`config.mk`:
```
export PLATFORM = sky130hd
export DESIGN_NAME = ccd_capture_window
export DESIGN_NICKNAME = d
export VERILOG_FILES = /design/src/rtl/ccd_capture_window.sv
export SDC_FILE = /design/constraint.sdc
export NUM_CORES = 1
export LEC_CHECK = 0
export ABC_AREA = 1
export CORE_ASPECT_RATIO = 0.9
export CORE_MARGIN = 3
export CORE_UTILIZATION = 29
export DETAILED_ROUTE_END_ITERATION = 10
export PLACE_DENSITY_LB_ADDON = 0.15
export RECOVER_POWER = 100
export REMOVE_ABC_BUFFERS = 1
export SLEW_MARGIN = 15
export SYNTH_ARGS = -nofsm -noshare
export SYNTH_HDL_FRONTEND = slang
export SYNTH_SLANG_ARGS = --single-unit
```
`constraint.sdc`:
```
create_clock -name iCLK -period 9.37 [get_ports iCLK]
set_input_delay 2.3425 -clock iCLK [delete_from_list [all_inputs] [get_ports iCLK]]
set_output_delay 2.3425 -clock iCLK [all_outputs]
set_load 0.01 [all_outputs]
```
`src/rtl/ccd_capture_window.sv`:
```
// ccd_capture_window: camera capture stage with frame-granular start/stop arming,
// a runtime crop window, power-of-two decimation and a completed-frame counter.
// Optional per-frame pixel statistics are enabled by defining CCD_CAPTURE_WINDOW_STATS_EN;
// without it oFRAME_PIX is tied to zero and the port list is unchanged.
module ccd_capture_window #(
    parameter int unsigned DATA_W = 12,
    parameter int unsigned CNT_W  = 16,
    parameter int unsigned FRM_W  = 32
) (
    input  logic              iCLK,
    input  logic              iRST,
    input  logic [DATA_W-1:0] iDATA,
    input  logic              iFVAL,
    input  logic              iLVAL,
    input  logic              iSTART,
    input  logic              iEND,
    input  logic [CNT_W-1:0]  iWIN_X0,
    input  logic [CNT_W-1:0]  iWIN_Y0,
    input  logic [CNT_W-1:0]  iWIN_W,
    input  logic [CNT_W-1:0]  iWIN_H,
    input  logic [1:0]        iDEC,
    output logic [DATA_W-1:0] oDATA,
    output logic              oDVAL,
    output logic [CNT_W-1:0]  oX_Cont,
    output logic [CNT_W-1:0]  oY_Cont,
    output logic [FRM_W-1:0]  oFrame_Cont,
    output logic              oBUSY,
    output logic [31:0]       oFRAME_PIX
);

    typedef enum logic [1:0] {
        S_IDLE  = 2'd0,
        S_WAIT  = 2'd1,
        S_FRAME = 2'd2
    } state_t;

    state_t           state;
    logic             prev_fval;
    logic             prev_lval;
    logic             prev_start;
    logic             prev_end;
    logic             stop_pend;

    logic             start_edge;
    logic             end_edge;
    logic             frame_start;
    logic             frame_end;
    logic             line_end;
    logic             stop_req;

    logic [CNT_W-1:0] x_cnt;
    logic [CNT_W-1:0] y_cnt;
    logic [CNT_W-1:0] win_x0;
    logic [CNT_W-1:0] win_y0;
    logic [CNT_W-1:0] win_w;
    logic [CNT_W-1:0] win_h;
    logic [1:0]       win_dec;

    logic [CNT_W:0]   x_lim;
    logic [CNT_W:0]   y_lim;
    logic [CNT_W-1:0] dx;
    logic [CNT_W-1:0] dy;
    logic [CNT_W-1:0] dec_mask;
    logic             in_x;
    logic             in_y;
    logic             on_grid;
    logic             hit;

    assign start_edge  = iSTART & ~prev_start;
    assign end_edge    = iEND & ~prev_end;
    assign frame_start = iFVAL & ~prev_fval;
    assign frame_end   = ~iFVAL & prev_fval;
    assign line_end    = ~iLVAL & prev_lval;

    // A stop takes effect at frame end if requested now or pending and not cancelled by START.
    assign stop_req = end_edge | (stop_pend & ~start_edge);

    // Window limits in one extra bit so origin + size never wraps.
    assign x_lim    = {1'b0, win_x0} + {1'b0, win_w};
    assign y_lim    = {1'b0, win_y0} + {1'b0, win_h};
    assign dx       = x_cnt - win_x0;
    assign dy       = y_cnt - win_y0;
    assign dec_mask = ~({CNT_W{1'b1}} << win_dec);
    assign in_x     = (x_cnt >= win_x0) && ({1'b0, x_cnt} < x_lim);
    assign in_y     = (y_cnt >= win_y0) && ({1'b0, y_cnt} < y_lim);
    assign on_grid  = ((dx & dec_mask) == '0) && ((dy & dec_mask) == '0);
    assign hit      = iLVAL && (state == S_FRAME) && in_x && in_y && on_grid;

    // Previous-cycle copies for edge detection; set high so levels held at reset are not edges.
    always_ff @(posedge iCLK or posedge iRST) begin
        if (iRST) begin
            prev_fval  <= 1'b1;
            prev_lval  <= 1'b1;
            prev_start <= 1'b1;
            prev_end   <= 1'b1;
        end else begin
            prev_fval  <= iFVAL;
            prev_lval  <= iLVAL;
            prev_start <= iSTART;
            prev_end   <= iEND;
        end
    end

    // Arming state machine; window and decimation are latched at the frame start that enters FRAME.
    always_ff @(posedge iCLK or posedge iRST) begin
        if (iRST) begin
            state     <= S_IDLE;
            oBUSY     <= 1'b0;
            stop_pend <= 1'b0;
            win_x0    <= '0;
            win_y0    <= '0;
            win_w     <= '0;
            win_h     <= '0;
            win_dec   <= 2'd0;
        end else begin
            case (state)
                S_IDLE: begin
                    if (start_edge && !end_edge) begin
                        state <= S_WAIT;
                        oBUSY <= 1'b1;
                    end
                end
                S_WAIT: begin
                    if (end_edge) begin
                        state <= S_IDLE;
                        oBUSY <= 1'b0;
                    end else if (frame_start) begin
                        state   <= S_FRAME;
                        win_x0  <= iWIN_X0;
                        win_y0  <= iWIN_Y0;
                        win_w   <= iWIN_W;
                        win_h   <= iWIN_H;
                        win_dec <= iDEC;
                    end
                end
                S_FRAME: begin
                    if (frame_end) begin
                        stop_pend <= 1'b0;
                        if (stop_req) begin
                            state <= S_IDLE;
                            oBUSY <= 1'b0;
                        end else begin
                            state <= S_WAIT;
                        end
                    end else if (end_edge) begin
                        stop_pend <= 1'b1;
                    end else if (start_edge) begin
                        stop_pend <= 1'b0;
                    end
                end
                default: begin
                    state     <= S_IDLE;
                    oBUSY     <= 1'b0;
                    stop_pend <= 1'b0;
                end
            endcase
        end
    end

    // Raw pixel position within the frame, saturating at all-ones.
    always_ff @(posedge iCLK or posedge iRST) begin
        if (iRST) begin
            x_cnt <= '0;
            y_cnt <= '0;
        end else if (frame_start) begin
            x_cnt <= '0;
            y_cnt <= '0;
        end else if (state == S_FRAME) begin
            if (iLVAL) begin
                if (x_cnt != '1) begin
                    x_cnt <= x_cnt + CNT_W'(1);
                end
            end else if (line_end) begin
                x_cnt <= '0;
                if (y_cnt != '1) begin
                    y_cnt <= y_cnt + CNT_W'(1);
                end
            end
        end
    end

    // Registered pixel output; data and coordinates hold when no pixel passes.
    always_ff @(posedge iCLK or posedge iRST) begin
        if (iRST) begin
            oDVAL   <= 1'b0;
            oDATA   <= '0;
            oX_Cont <= '0;
            oY_Cont <= '0;
        end else if (hit) begin
            oDVAL   <= 1'b1;
            oDATA   <= iDATA;
            oX_Cont <= dx >> win_dec;
            oY_Cont <= dy >> win_dec;
        end else begin
            oDVAL   <= 1'b0;
        end
    end

    // Completed captured frames; wraps naturally and survives stop.
    always_ff @(posedge iCLK or posedge iRST) begin
        if (iRST) begin
            oFrame_Cont <= '0;
        end else if ((state == S_FRAME) && frame_end) begin
            oFrame_Cont <= oFrame_Cont + FRM_W'(1);
        end
    end

`ifdef CCD_CAPTURE_WINDOW_STATS_EN
    logic [31:0] pix_cnt;

    // Count emitted pixels per frame; publish the total at frame end including that cycle's pixel.
    always_ff @(posedge iCLK or posedge iRST) begin
        if (iRST) begin
            pix_cnt    <= '0;
            oFRAME_PIX <= '0;
        end else begin
            if (frame_start) begin
                pix_cnt <= '0;
            end else begin
                pix_cnt <= pix_cnt + 32'(oDVAL);
            end
            if ((state == S_FRAME) && frame_end) begin
                oFRAME_PIX <= pix_cnt + 32'(oDVAL);
            end
        end
    end
`else
    assign oFRAME_PIX = '0;
`endif

endmodule

```
Word level (Yosys, flattened, before mapping)

Index checks and enable logic that the tools add are counted.

Latch bits: 0
Output and inout port bits: 110
Bits in writable memories: 0
Word-level logic and storage cells: 113
Input bits: 84
Flip-flop bits (word level): 183
Memories kept: 0
Bits in read-only memories: 0

Shift operators: 3
Multipliers: 0
Add/sub/neg operators: 7
Eq/ne operators: 12
Bitwise gates (word level): 18
Divide/modulo/power cells: 0
Reductions and logical operators: 24
Muxes and demuxes: 26
$lt $le $gt $ge: 4

Operators by type and width:

| operator                | count |
|---|---|
| $mux W16                | 10 |
| $add A16 B16 Y17        | 2 |
| $lt A16 B17 Y1          | 2 |
| $add A16 B1 Y16 const B | 2 |
| $add A32 B1 Y32 const B | 1 |
| $and A16 B16 Y16        | 2 |
| $ge A16 B16 Y1          | 2 |
| $logic_not A16 Y1       | 2 |
| $ne A16 B16 Y1 const B  | 2 |
| $shr A16 B2 Y16         | 2 |
| $sub A16 B16 Y16        | 2 |
| $not A16 Y16            | 1 |
| $shl A16 B2 Y16 const A | 1 |
| $logic_and A1 B1 Y1     | 9 |
| $mux W1                 | 9 |
| $reduce_and A3 Y1       | 3 |
| $mux W2                 | 4 |
| $ne A2 B2 Y1 const B    | 4 |
| $not A1 Y1              | 8 |
| $reduce_and A4 Y1       | 2 |
| $and A1 B1 Y1           | 6 |
| $pmux W2 S3             | 1 |
| $reduce_bool A2 Y1      | 3 |
| $ne A4 B4 Y1 const B    | 1 |
| 13 further kinds        | 13 |

Logic depth before layout (Yosys ltp)

Gate-level depths: netlist of the first run.

Depth in word-level cells: 8
Depth in mapped cells: 24

Worst setup path after synthesis of the first run

Ideal clock, no wire load.

Path kind: input -> register
From: in iFVAL
To: reg oFrame_Cont[25]
Slack: 5644 ps
Stages: 11
Path buffers: 0
Library setup time: 124 ps
Data arrival time: 3603 ps
Cells stage by stage: inv_2 -> nand2_1 -> nor2_4 -> inv_2 -> nor2_1 -> nand3_1 -> nor2_1 -> nand2_1 -> nor2_2 -> nand4_1 -> xor2_1

Longest elaborated chain between the ends: 3

RTL lines:

| item                 | RTL line | source |
|---|---|---|
| start, declared      | 13       | `input logic iFVAL,` |
| $not A1 Y1           | 72       | `assign frame_end = ~iFVAL & prev_fval;` |
| $and A1 B1 Y1        | 72       |  |
| $logic_and A1 B1 Y1  | 203      | `end else if ((state == S_FRAME) && frame_end) begin` |
| end signal, assigned | 204      | `oFrame_Cont <= oFrame_Cont + FRM_W'(1);` |
| end, declared        | 26       | `output logic [FRM_W-1:0] oFrame_Cont,` |

No other way between the ends.
A chain may end at the register's enable or synchronous reset.

Final worst setup path of the first run

From: in iFVAL
To: reg win_w[9]

Longest elaborated chain between the ends: 2

RTL lines:

| item                               | RTL line | source |
|---|---|---|
| $and A1 B1 Y1                      | 71       | `assign frame_start = iFVAL & ~prev_fval;` |
| $reduce_and A3 Y1 (no source line) | -        |  |
| end signal, assigned               | 131      | `win_w <= iWIN_W;` |
| end, declared                      | 55       | `logic [CNT_W-1:0] win_w;` |

No other way between the ends.

==> metrics, run 1 <==
outcome=complete, but fails checks; failing checks=capacitance limit, slew limit; DRC violations left=0; summed instance area of the synthesized netlist=12580 µm²; Hold Path Cell Cnt=2; final WL=35.94 mm; vias in the first global route=11025; global placer's final weighted congestion=0.8530; routed length per instance=14.73 µm; Data required, critical path=9.71 ns; peak supply drop=0.0001216 V; Iter 0 DRT Violations=675; buffers added on ports=161; Worst Path Arrival=6.58 ns; number of synthesized register bits=183; met1 track demand over resource=0.2127; I/O pin total=194; worst-skew pair later-pin latency=0.47 ns; average vias per placed instance=4.619; final-layout setup total negative slack=0 ns; largest net degree at the start of global routing=138; internal power of the cells=0.002156 W; async set or reset register ratio after synthesis=1.000; Finished Cell Area=15210 µm²; post-synthesis cell type count=47; most frequent cells in the layout=sky130_fd_sc_hd__nand2_1, sky130_fd_sc_hd__nand3_1, sky130_fd_sc_hd__dfrtp_1; sequential element share of the synthesized area=0.3645; post-place instance area=14650 µm²; Achievable Freq=160.3 MHz; switching power total=0.001798 W; Max-Slew Margin vs Limit=-0.7985; vertical extent of the die=203.6 µm; final setup violation count=0; FP Rows=71; cells on worst reg2reg path=22; effective utilization at floorplan=0.2975; peak-usage layer in the global routing report=met2; combined flip-flop and latch cell area=4584 µm²; fraction of power spent switching nets=0.4548; initial antenna violation count=0; number of synthesized flops with an enable pin=0; number of standard cells in the final layout excluding fillers=2440; Clock H-tree levels=4; most common cell after layout, fill and taps aside=sky130_fd_sc_hd__nand2_1; total global-route track usage=0.1594; Vias=11270; detailed placer's ending HPWL=27.50 mm; number of post-CTS setup repair buffers=0; Synth top area share=0.3561; clk sinks=183; cts hold-fix bufs=0; die area=45910 µm²; register clock-pin slew on the reported worst setup and hold paths=0.07 ns; Critical Path Start Type=input port; global routing met2 resource utilization=0.2651; worst slew pin tran=2.698 ns; number of slew-limit violations in the final report=195; met3 capacity usage during global routing=0.02936; Primary FF master, synth=sky130_fd_sc_hd__dfrtp_1; Area Overhead vs Synth=20.91%; P_leak=7.905 nW; Synthesis Warnings=0; dpl cells=2408; critical path type=input port to flip-flop; antenna viol nets, final=0; final antenna diode count=0; maximum net fanout on the critical path=42; RSZ-0062 raised after global routing=no; grt ovf=0; Min Clock Period, post-route=6.237 ns; Critical Path End Type=flip-flop; clock tree from TritonCTS=yes; average footprint of a synthesized cell=7.258 µm²; wire length of the first global-routing pass=58.40 mm; type of the most critical hold path=flip-flop to flip-flop; nets=2065; cell count after synthesis=1733; die extent in x=225.5 µm; CORE AREA=42290 µm²; number of gates given a new drive strength after cts=0; Final Hold Vio Count=0; number of buffers created by CTS=17; number of fillers in the final layout=4539; 1st-pass router iterations=5; area of the multi-input gates=7003 µm²; clock group share of total power=0.190; post-route clock period utilization=0.6656; power per standard cell area=260.0 nW/µm²; Max Buffers Root-to-Sink=2; clock root cell=sky130_fd_sc_hd__clkbuf_16; sequential share of power=0.266; largest cells by area after synthesis=sky130_fd_sc_hd__dfrtp_1, sky130_fd_sc_hd__nand2_1, sky130_fd_sc_hd__ha_1, sky130_fd_sc_hd__nand3_1, sky130_fd_sc_hd__inv_1; Final Core Density=0.3597; clock skew=0.01540 ns; fraction of layout cells with a size suffix above 1=0.02694; combinational fraction of design power=0.544; library cell occupying the most area in the post-synthesis netlist=sky130_fd_sc_hd__dfrtp_1; Max Cap Viol=4
area by class of cell:
cell class                      count  area share
Clock buffer                       20     0.02937
Clock inverter                     12    0.009379
Inverter                          183     0.04566
Tap cell                          547     0.04500
Sequential cell                   183      0.3014
Multi-Input combinational cell   1327      0.4605
Timing Repair Buffer              168      0.1087
power groups by stage:
stage / Sequential (W) / Combinational (W) / Clock [W]
4_1_cts: 0.00105 / 0.00218 / 0.000777
6_report: 0.00105 / 0.00215 / 0.000752
2_1_floorplan: 0.00106 / 0.00162 / 0
3_5_place_dp: 0.00107 / 0.00217 / 0
5_1_grt: 0.00107 / 0.00250 / 0.000807
3_3_place_gp: 0.00107 / 0.00213 / 0
logic make-up after synthesis:
group / after synthesis / synth area share
AND/OR/NAND/NOR: 914 / 0.3055
AO/OA/AOI/OAI: 204 / 0.08704
other: 1 / 0.0002981
buffers and inverters: 254 / 0.08684
adder cells (fa/ha/maj): 101 / 0.1029
flip-flops: 183 / 0.3645
multiplexers: 1 / 0.0007958
XOR/XNOR: 75 / 0.05222
per-stage QoR:
stage	power, W	setup WS, ns	hold slack (ns)
final	0.003954	3.133	0.4675
after global routing	0.004377	2.538	0.4851
after CTS	0.004011	4.689	0.4775
after detailed placement	0.003232	4.187	0.4582
after global placement	0.003202	4.243	0.4586
after floorplan	0.002681	2.062	0.4459
layer usage:
layer,vias to the layer above,part of all wire
li1,5881,-
met1,5176,0.48
met2,183,0.47
met3,30,0.034
met4,0,0.018
met5,-,0
path summary, 6_finish.rpt:
| check | from | end | slack, ns |
|---|---|---|---|
| worst min register to register | oY_Cont[15] | oY_Cont[15] | 0.47 |
| max in group asynchronous | iRST | x_cnt[5] | 3.67 |
| min in group asynchronous | iRST | oDATA[6] | 2.61 |
| worst max-delay path | iFVAL | win_w[9] | 3.13 |
| worst min-delay path | oY_Cont[15] | oY_Cont[15] | 0.47 |
| worst max register to register | win_y0[2] | oX_Cont[3] | 4.28 |
Yosys cell counts (all sizes together), types with 2 or more instances:
cell,count
a211oi,2
a21boi,2
a21o,2
a21oi,93
a22oi,2
a31oi,3
and2,3
and3,2
buf,57
clkbuf,14
dfrtp,179
dfstp,4
fa,4
ha,97
inv,182
nand2,552
nand3,181
nand3b,5
nand4,21
nor2,105
nor3,35
nor4,5
o211ai,2
o21a,3
o21ai,87
o21bai,4
or2,3
xnor2,34
xor2,41
critical path, stage by stage:
cell	delay [ns]
sky130_fd_sc_hd__dlygate4sd3_1	0.57
sky130_fd_sc_hd__inv_1	0.06
sky130_fd_sc_hd__nor2_1	0.57
sky130_fd_sc_hd__inv_1	0.54
sky130_fd_sc_hd__nor2_4	0.21
sky130_fd_sc_hd__clkbuf_1	1.21
sky130_fd_sc_hd__inv_2	0.72
sky130_fd_sc_hd__nand2_1	0.22
sky130_fd_sc_hd__nand2_1	0.06
flip-flops by register name (all words and copies together), names as in the netlist, 2 cells and up:
| signal | flops |
|---|---|
| x_cnt | 16 |
| win_y0 | 16 |
| win_w | 16 |
| oDATA | 12 |
| win_dec | 2 |
| win_x0 | 16 |
| oFrame_Cont | 32 |
| oY_Cont | 16 |
| state | 2 |
| oX_Cont | 16 |
| y_cnt | 16 |
| win_h | 16 |
Note: power is estimated with default switching activity, not from simulation.
==> run 2, diff against run 1 <==
clock period = 6.2 ns   (was 9.37 ns; I/O delays follow)
==> run 2 against run 1 <==
Against the previous run: the flow still finishes with violations (capacitance limit, slew limit); highest routed layer unchanged; critical path depth shrank 1; combinational power grew 48%; register-to-register slack lost 2.7 ns; critical endpoint is now win_y0[14]; critical path type unchanged.
==> metrics, run 2 (same netlist as run 1, synthesis figures left out) <==
outcome=complete, but fails checks; failing checks=capacitance limit, slew limit; DRC violations left=0; cts hold-fix bufs=0; final setup violation count=0; number of buffers created by CTS=17; Max-Slew Margin vs Limit=-0.7461; most common cell after layout, fill and taps aside=sky130_fd_sc_hd__nand2_1; Min Clock Period, post-route=4.696 ns; routed wire length on met3=1.091 mm; critical path type=input port to flip-flop; worst slew pin tran=2.619 ns; Finished Cell Area=15220 µm²; register with the highest flop count=oFrame_Cont; Data required, critical path=6.57 ns; vias in the first global route=11097; 1st-pass router iterations=5; Met1 Wirelength=17.49 mm; effective utilization at floorplan=0.2975; post-place instance area=14650 µm²; FP Rows=71; most frequent cells in the layout=sky130_fd_sc_hd__nand2_1, sky130_fd_sc_hd__nand3_1, sky130_fd_sc_hd__inv_1, sky130_fd_sc_hd__dfrtp_1, sky130_fd_sc_hd__nor2_1; Final Hold Vio Count=0; detailed placer's ending HPWL=27.92 mm; Worst Path Arrival=5.06 ns; final WL=36.27 mm; routed length per instance=14.87 µm; length of routed met2 wiring=16.94 mm; RSZ-0062 raised after global routing=no; Vias=11283; total global-route track usage=0.1624; final antenna diode count=0; register clock-pin slew on the reported worst setup and hold paths=0.07 ns; largest net degree at the start of global routing=118; die extent in x=225.5 µm; highest metal layer used by the detailed router=met4; number of fillers in the final layout=4512; cells on worst reg2reg path=21; Placement Setup Slack=2.075 ns; clock tree from TritonCTS=yes; Max Cap Viol=2; power per standard cell area=392.5 nW/µm²; fraction of layout cells with a size suffix above 1=0.02748; Clock H-tree levels=4; global placer's final weighted congestion=0.8674; maximum net fanout on the critical path=33; P_leak=7.914 nW; wire length of the first global-routing pass=59.51 mm; average vias per placed instance=4.626; number of post-CTS setup repair buffers=0; worst min-delay path startpoint=oY_Cont[11]; CORE AREA=42290 µm²; setup slack of the most critical reg-to-reg path=1.63 ns; number of slew-limit violations in the final report=164; clock skew=0.01158 ns; peak supply drop=0.0001950 V; type of the most critical hold path=flip-flop to flip-flop; worst slack on hold paths=0.4639 ns; grt ovf=0; fin worst setup slack=1.504 ns; number of gates given a new drive strength after cts=0; buffers added on ports=161; Achievable Freq=212.9 MHz; I/O pin total=194; Area Overhead vs Synth=21.01%; clock root cell=sky130_fd_sc_hd__clkbuf_16; clk sinks=183; Max Buffers Root-to-Sink=2; Hold Path Cell Cnt=2; overall power of the completed layout=0.005975 W; source of the worst register-to-register timing path=win_y0[2]; worst-skew pair later-pin latency=0.47 ns; Iter 0 DRT Violations=564; vertical extent of the die=203.6 µm; worst min-delay path endpoint=oY_Cont[11]; FF-to-FF End=oDATA[3]; nets=2065; die area=45910 µm²; flip-flop count of the largest register, all copies and words added=32; post-route clock period utilization=0.7574; initial antenna violation count=0; antenna viol nets, final=0; Critical Path End Type=flip-flop; Critical Path Start Type=input port
run 2: changes by cell type in the layout (fill, tap and decap cells not counted), sizes merged:
cell and delta:
inv -1, clkbuf -3, buf +1, clkinv +1, bufinv +1
run 2: critical path: stages:
cell                            delay, ns
sky130_fd_sc_hd__dlygate4sd3_1       0.55
sky130_fd_sc_hd__inv_1               0.06
sky130_fd_sc_hd__nor2_1              0.55
sky130_fd_sc_hd__inv_1               0.53
sky130_fd_sc_hd__nor2_4              0.53
sky130_fd_sc_hd__clkbuf_1            0.96
sky130_fd_sc_hd__nand2_1             0.17
sky130_fd_sc_hd__o21ai_0             0.13
run 2: where the power goes:
part	leakage [nW]	internal, W	switching (W)
combinational	5.22	0.00121	0.00198
sequential	2.40	0.00143	0.000194
clock	0.288	0.000638	0.000522
total	7.91	0.00328	0.00270
run 2: per-stage QoR:
stage,utilization,TNS (ns),instances
6_report,0.3600,0,2439
4_1_cts,0.3607,0,2439
2_1_floorplan,-,-56.46,1693
3_3_place_gp,0.3465,0,2408
3_5_place_dp,0.3465,0,2408
5_1_grt,0.3600,0,2439
run 2: layout make-up:
class                   instances  area (µm²)  share of cell area
repair buffers                168        1658              0.1089
clock buffers                  18       429.2             0.02820
inverters                     183       690.7             0.04538
well taps                     547       684.4             0.04497
flip-flops and latches        183        4584              0.3012
clock inverters                13       171.4             0.01126
multi-input cells            1327        7003              0.4601
run 2: metal layers:
| layer | track usage | vias up |
|---|---|---|
| li1 | - | 5878 |
| met1 | 0.2203 | 5190 |
| met2 | 0.2655 | 169 |
| met3 | 0.02864 | 46 |
| met4 | 0.04742 | 0 |
| met5 | 0 | - |
run 2: worst max path at each step:
stage | start | to | slack (ns) | depth (start not counted)
finish | iFVAL | win_y0[14] | 1.50 | 8
global route | iFVAL | win_y0[7] | 1.09 | 7
CTS | win_x0[1] | oX_Cont[3] | 2.14 | 18
detailed placement | iLVAL | oX_Cont[3] | 2.08 | 10
global placement | iLVAL | oX_Cont[13] | 2.09 | 10
floorplan | iRST | oBUSY | -0.32 | 1
==> run 3, diff against run 2 <==
clock period = 3.9 ns   (was 6.2 ns; I/O delays follow)
==> run 3 against run 2 <==
Against the previous run: the flow still finishes with violations (capacitance limit, slew limit); sequential cell count stayed put; via count is 1.2% higher; worst hold slack better by 0.0040 ns; largest power group unchanged; highest routed layer is now met5.
==> metrics, run 3 (same netlist as run 1, synthesis figures left out) <==
outcome=complete, but fails checks; failing checks=capacitance limit, slew limit; fraction of layout cells with a size suffix above 1=0.03109; clock tree from TritonCTS=yes; buffers added on ports=161; initial antenna violation count=1; number of gates given a new drive strength after cts=0; final antenna diode count=0; clock group share of total power=0.178; worst-skew pair later-pin latency=0.46 ns; nets=2073; grt ovf=0; number of post-CTS setup repair buffers=0; vertical extent of the die=203.6 µm; Critical Path Start Type=flip-flop; P_leak=7.925 nW; internal power of the cells=0.005075 W; overall power of the completed layout=0.009409 W; Iter 0 DRT Violations=609; most frequent cells in the layout=sky130_fd_sc_hd__nand2_1, sky130_fd_sc_hd__nand3_1, sky130_fd_sc_hd__inv_1, sky130_fd_sc_hd__dfrtp_1, sky130_fd_sc_hd__nor2_1; Finished Cell Area=15210 µm²; Clock H-tree levels=4; number of slew-limit violations in the final report=72; final-layout setup total negative slack=0 ns; Max-Slew Margin vs Limit=-0.06284; DRC violations left=0; routed length per instance=15.03 µm; post-place instance area=14740 µm²; Max Cap Viol=1; final setup violation count=0; maximum net fanout on the critical path=25; clock skew=0.01619 ns; RSZ-0062 raised after global routing=no; flip-flop count of the largest register, all copies and words added=32; post-route clock period utilization=0.9274; register with the highest flop count=oFrame_Cont; die extent in x=225.5 µm; Vias=11413; wire length of the first global-routing pass=59.51 mm; final WL=36.76 mm; Worst Path Arrival=4.01 ns; most common cell after layout, fill and taps aside=sky130_fd_sc_hd__nand2_1; Min Clock Period, post-route=3.617 ns; CORE AREA=42290 µm²; type of the most critical hold path=flip-flop to flip-flop; worst slew pin tran=1.594 ns; detailed placer's ending HPWL=28.45 mm; 1st-pass router iterations=5; sequential share of power=0.274; vias in the first global route=11304; Area Overhead vs Synth=20.93%; dpl cells=2416; Final Core Density=0.3597; Achievable Freq=276.5 MHz; I/O pin total=194; number of standard cells in the final layout excluding fillers=2445; Critical Path End Type=flip-flop; power per standard cell area=618.6 nW/µm²; peak supply drop=0.0003020 V; cts hold-fix bufs=0; clock root cell=sky130_fd_sc_hd__clkbuf_16; total global-route track usage=0.1626; fraction of power spent switching nets=0.4606; clk sinks=183; combinational fraction of design power=0.547; number of buffers created by CTS=17; die area=45910 µm²; antenna viol nets, final=0; Max Buffers Root-to-Sink=2; global placer's final weighted congestion=0.8121; register clock-pin slew on the reported worst setup and hold paths=0.07 ns; Final Hold Vio Count=0; FP Rows=71; average vias per placed instance=4.668; Data required, critical path=4.30 ns; largest net degree at the start of global routing=72; critical path type=flip-flop to flip-flop; effective utilization at floorplan=0.2975; switching power total=0.004334 W
## run 3: changes by cell type in the layout (fill, tap and decap cells not counted), moves of 2 or more
cell	delta
sky130_fd_sc_hd__clkinv_2	+3
sky130_fd_sc_hd__buf_6	+2
sky130_fd_sc_hd__clkbuf_2	+3
sky130_fd_sc_hd__clkinv_4	-2
sky130_fd_sc_hd__bufinv_16	-2
sky130_fd_sc_hd__buf_4	+2
## run 3: power groups by stage
stage	registers, W	logic (W)	clock network (W)
after floorplan	0.00256	0.00388	0
after CTS	0.00259	0.00522	0.00174
final	0.00258	0.00515	0.00168
after detailed placement	0.00262	0.00519	0
after global placement	0.00261	0.00514	0
after global routing	0.00264	0.00598	0.00180
## run 3: layout make-up
| cell class | count | area [µm²] |
|---|---|---|
| clock buffer | 18 | 429.2 |
| clock inverter | 11 | 101.3 |
| fill | 4516 | 27070 |
| inverter | 183 | 690.7 |
| multi-input combinational | 1327 | 7007 |
| sequential | 183 | 4584 |
| tap | 547 | 684.4 |
| timing repair buffer | 176 | 1714 |
## run 3: worst max-delay path: stages (launching register included)
cell and delay, ns:
sky130_fd_sc_hd__dfrtp_1 0.38, sky130_fd_sc_hd__ha_1 0.35, sky130_fd_sc_hd__a21oi_1 0.14, sky130_fd_sc_hd__nand2_1 0.10, sky130_fd_sc_hd__a21oi_1 0.30, sky130_fd_sc_hd__o21ai_0 0.18, sky130_fd_sc_hd__a21boi_0 0.33, sky130_fd_sc_hd__o21ai_0 0.15
sky130_fd_sc_hd__xnor2_1 0.19, sky130_fd_sc_hd__ha_1 0.26, sky130_fd_sc_hd__inv_1 0.08, sky130_fd_sc_hd__o31a_1 0.14, sky130_fd_sc_hd__nand2_1 0.06, sky130_fd_sc_hd__nand2_1 0.05, sky130_fd_sc_hd__nand2_1 0.07, sky130_fd_sc_hd__a21oi_4 0.24
sky130_fd_sc_hd__buf_4 0.33, sky130_fd_sc_hd__nand3_1 0.12, sky130_fd_sc_hd__nand2_1 0.08
## run 3: worst paths after layout
check	from	to	slack, ns	depth (start not counted)
worst min-delay path	oY_Cont[5]	oY_Cont[5]	0.47	2
min in group asynchronous	iRST	oDATA[4]	1.42	2
worst max-delay path	win_x0[2]	oY_Cont[9]	0.28	18
worst min register to register	oY_Cont[5]	oY_Cont[5]	0.47	2
worst max register to register	win_x0[2]	oY_Cont[9]	0.28	18
max in group asynchronous	iRST	win_w[10]	0.55	3
## run 3: per-stage QoR
| stage | setup slack [ns] | hold WS, ns |
|---|---|---|
| 3_5_place_dp | 0.2763 | 0.4615 |
| 5_1_grt | 0.007809 | 0.4858 |
| 4_1_cts | 0.2539 | 0.4758 |
| 2_1_floorplan | -2.040 | 0.4459 |
| 6_report | 0.2830 | 0.4679 |
| 3_3_place_gp | 0.3679 | 0.4557 |
## run 3: layer usage
metal	GRT usage	vias to the layer above	part of all wire
met5	0	-	0.00035
met4	0.04062	2	0.015
met3	0.03210	27	0.036
met2	0.2624	176	0.47
met1	0.2241	5328	0.48
li1	-	5880	-
==> RTL edit (settings of run 1) <==
Add a define of `CCD_CAPTURE_WINDOW_STATS_EN`.
--- a/src/rtl/ccd_capture_window.sv
+++ b/src/rtl/ccd_capture_window.sv
@@ -4,2 +4,4 @@
 // without it oFRAME_PIX is tied to zero and the port list is unchanged.
+`define CCD_CAPTURE_WINDOW_STATS_EN
+
 module ccd_capture_window #(
Formal check against the unedited RTL: not equivalent (Yosys sat finds a counterexample within 10 cycles, from zero or initial values and one cycle with iRST high).
==> RTL edit against run 1 <==
- the run still ends with max-capacitance violations, max-slew violations left
- worst setup slack got worse by 0.37 ns
- sequential cell count grew 64
- synthesized area is 22% higher
- core utilization up 0.54 points
- clock skew shrank 0.00066 ns
- final area grew 25%
- routed wire length up 27%
- power rose by 25%
- critical path type unchanged
- critical endpoint is now win_x0[13]
- largest cell class unchanged
- largest power group unchanged
==> RTL edit: results (changes against run 1) <==
outcome:
  outcome: "finished with violations"  # unchanged
  violations: "max-capacitance violations, max-slew violations"  # unchanged
clock_tree:
  clk_path_buf_depth: 3  # was 2
  clock_latency_ns: 0.58  # was 0.47 ns
  h-tree-depth: 1  # was 4
power_and_ir_drop:
  ir_drop_v: 0.000139  # was 0.000122 V
  p_leak_nw: 9.69  # was 7.90 nW
  pg_seq_mw: 1.42  # was 1.05 mW
  p_sw_share_pct: 41.9  # was 45.5%
  power_combinational_mw: 2.33  # was 2.15 mW
run:
  cap_violations: 4  # unchanged
timing:
  maxSlewHeadroom_pct: -101  # was -79.8%
  maxSlewViolCount: 214  # was 195
synthesis:
  syn_inst: 2065  # was 1733
  synth_common_cells: "nand2_1 (665), dfrtp_1 (243), inv_1 (202)"  # was nand2_1 (550), nand3_1 (181), dfrtp_1 (179)
  synthTopCellsByArea: "dfrtp_1 (40%), nand2_1 (16%), ha_1 (8.1%)"  # was dfrtp_1 (36%), nand2_1 (16%), ha_1 (9.6%)
global_route:
  antenna_found_initial: 1  # was 0
  groute.usage.overall_pct: 16.2  # was 15.9%
  grt_max_degree: 125  # was 138
  grtUsageMet3_pct: 2.51  # was 2.94%
  gr-usage-met1_pct: 24.1  # was 21.3%
layout:
  drive_gt1_share_pct: 3.87  # was 2.69%
  n_fill_cell: 5428  # was 4539
  nets: 2434  # was 2065
routing:
  met2_length_microns: 19400  # was 16800 microns
  wl_met1_microns: 23300  # was 17200 microns
  vias: 13800  # was 11300
worst_setup_path:
  cp.arrival_ns: 7.03  # was 6.58 ns
  cp_max_fo: 67  # was 42
  max_stage_delay_ns: 1.76  # was 1.21 ns
placement:
  portBuffers: 193  # was 161
  place_congestion: 0.875  # was 0.853
  place_area_sq_um: 18000  # was 14700 sq um
  place_ws_ns: 3.88  # was 4.19 ns
  dp_hpwl_microns: 34100  # was 27500 microns
RTL edit: final cells by class:
type                    instances  area, sq um  area share (%)
inverters                     213          807            4.24
flip-flops and latches        247         6190            32.5
repair buffers                200         1990            10.5
clock inverters                13          121           0.638
clock buffers                  45          918            4.83
well taps                     688          861            4.53
multi-input cells            1554         8130            42.8
RTL edit: final timing paths:
check / start / end / slack [ns] / cells past startpoint
max in group asynchronous: iRST / oY_Cont[13] / 3.45 / 3
max reg2reg: win_x0[2] / oY_Cont[11] / 3.72 / 20
min: oX_Cont[5] / oX_Cont[5] / 0.46 / 2
max: iFVAL / win_x0[13] / 2.76 / 8
min reg2reg: oX_Cont[5] / oX_Cont[5] / 0.46 / 2
min in group asynchronous: iRST / oX_Cont[3] / 2.47 / 2
RTL edit: logic make-up after synthesis:
group / synth area share (%)
simple gates: 31.2
buf+inv: 6.74
flops: 40.2
fa+ha+maj: 8.57
xor+xnor: 5.69
compound gates: 7.55
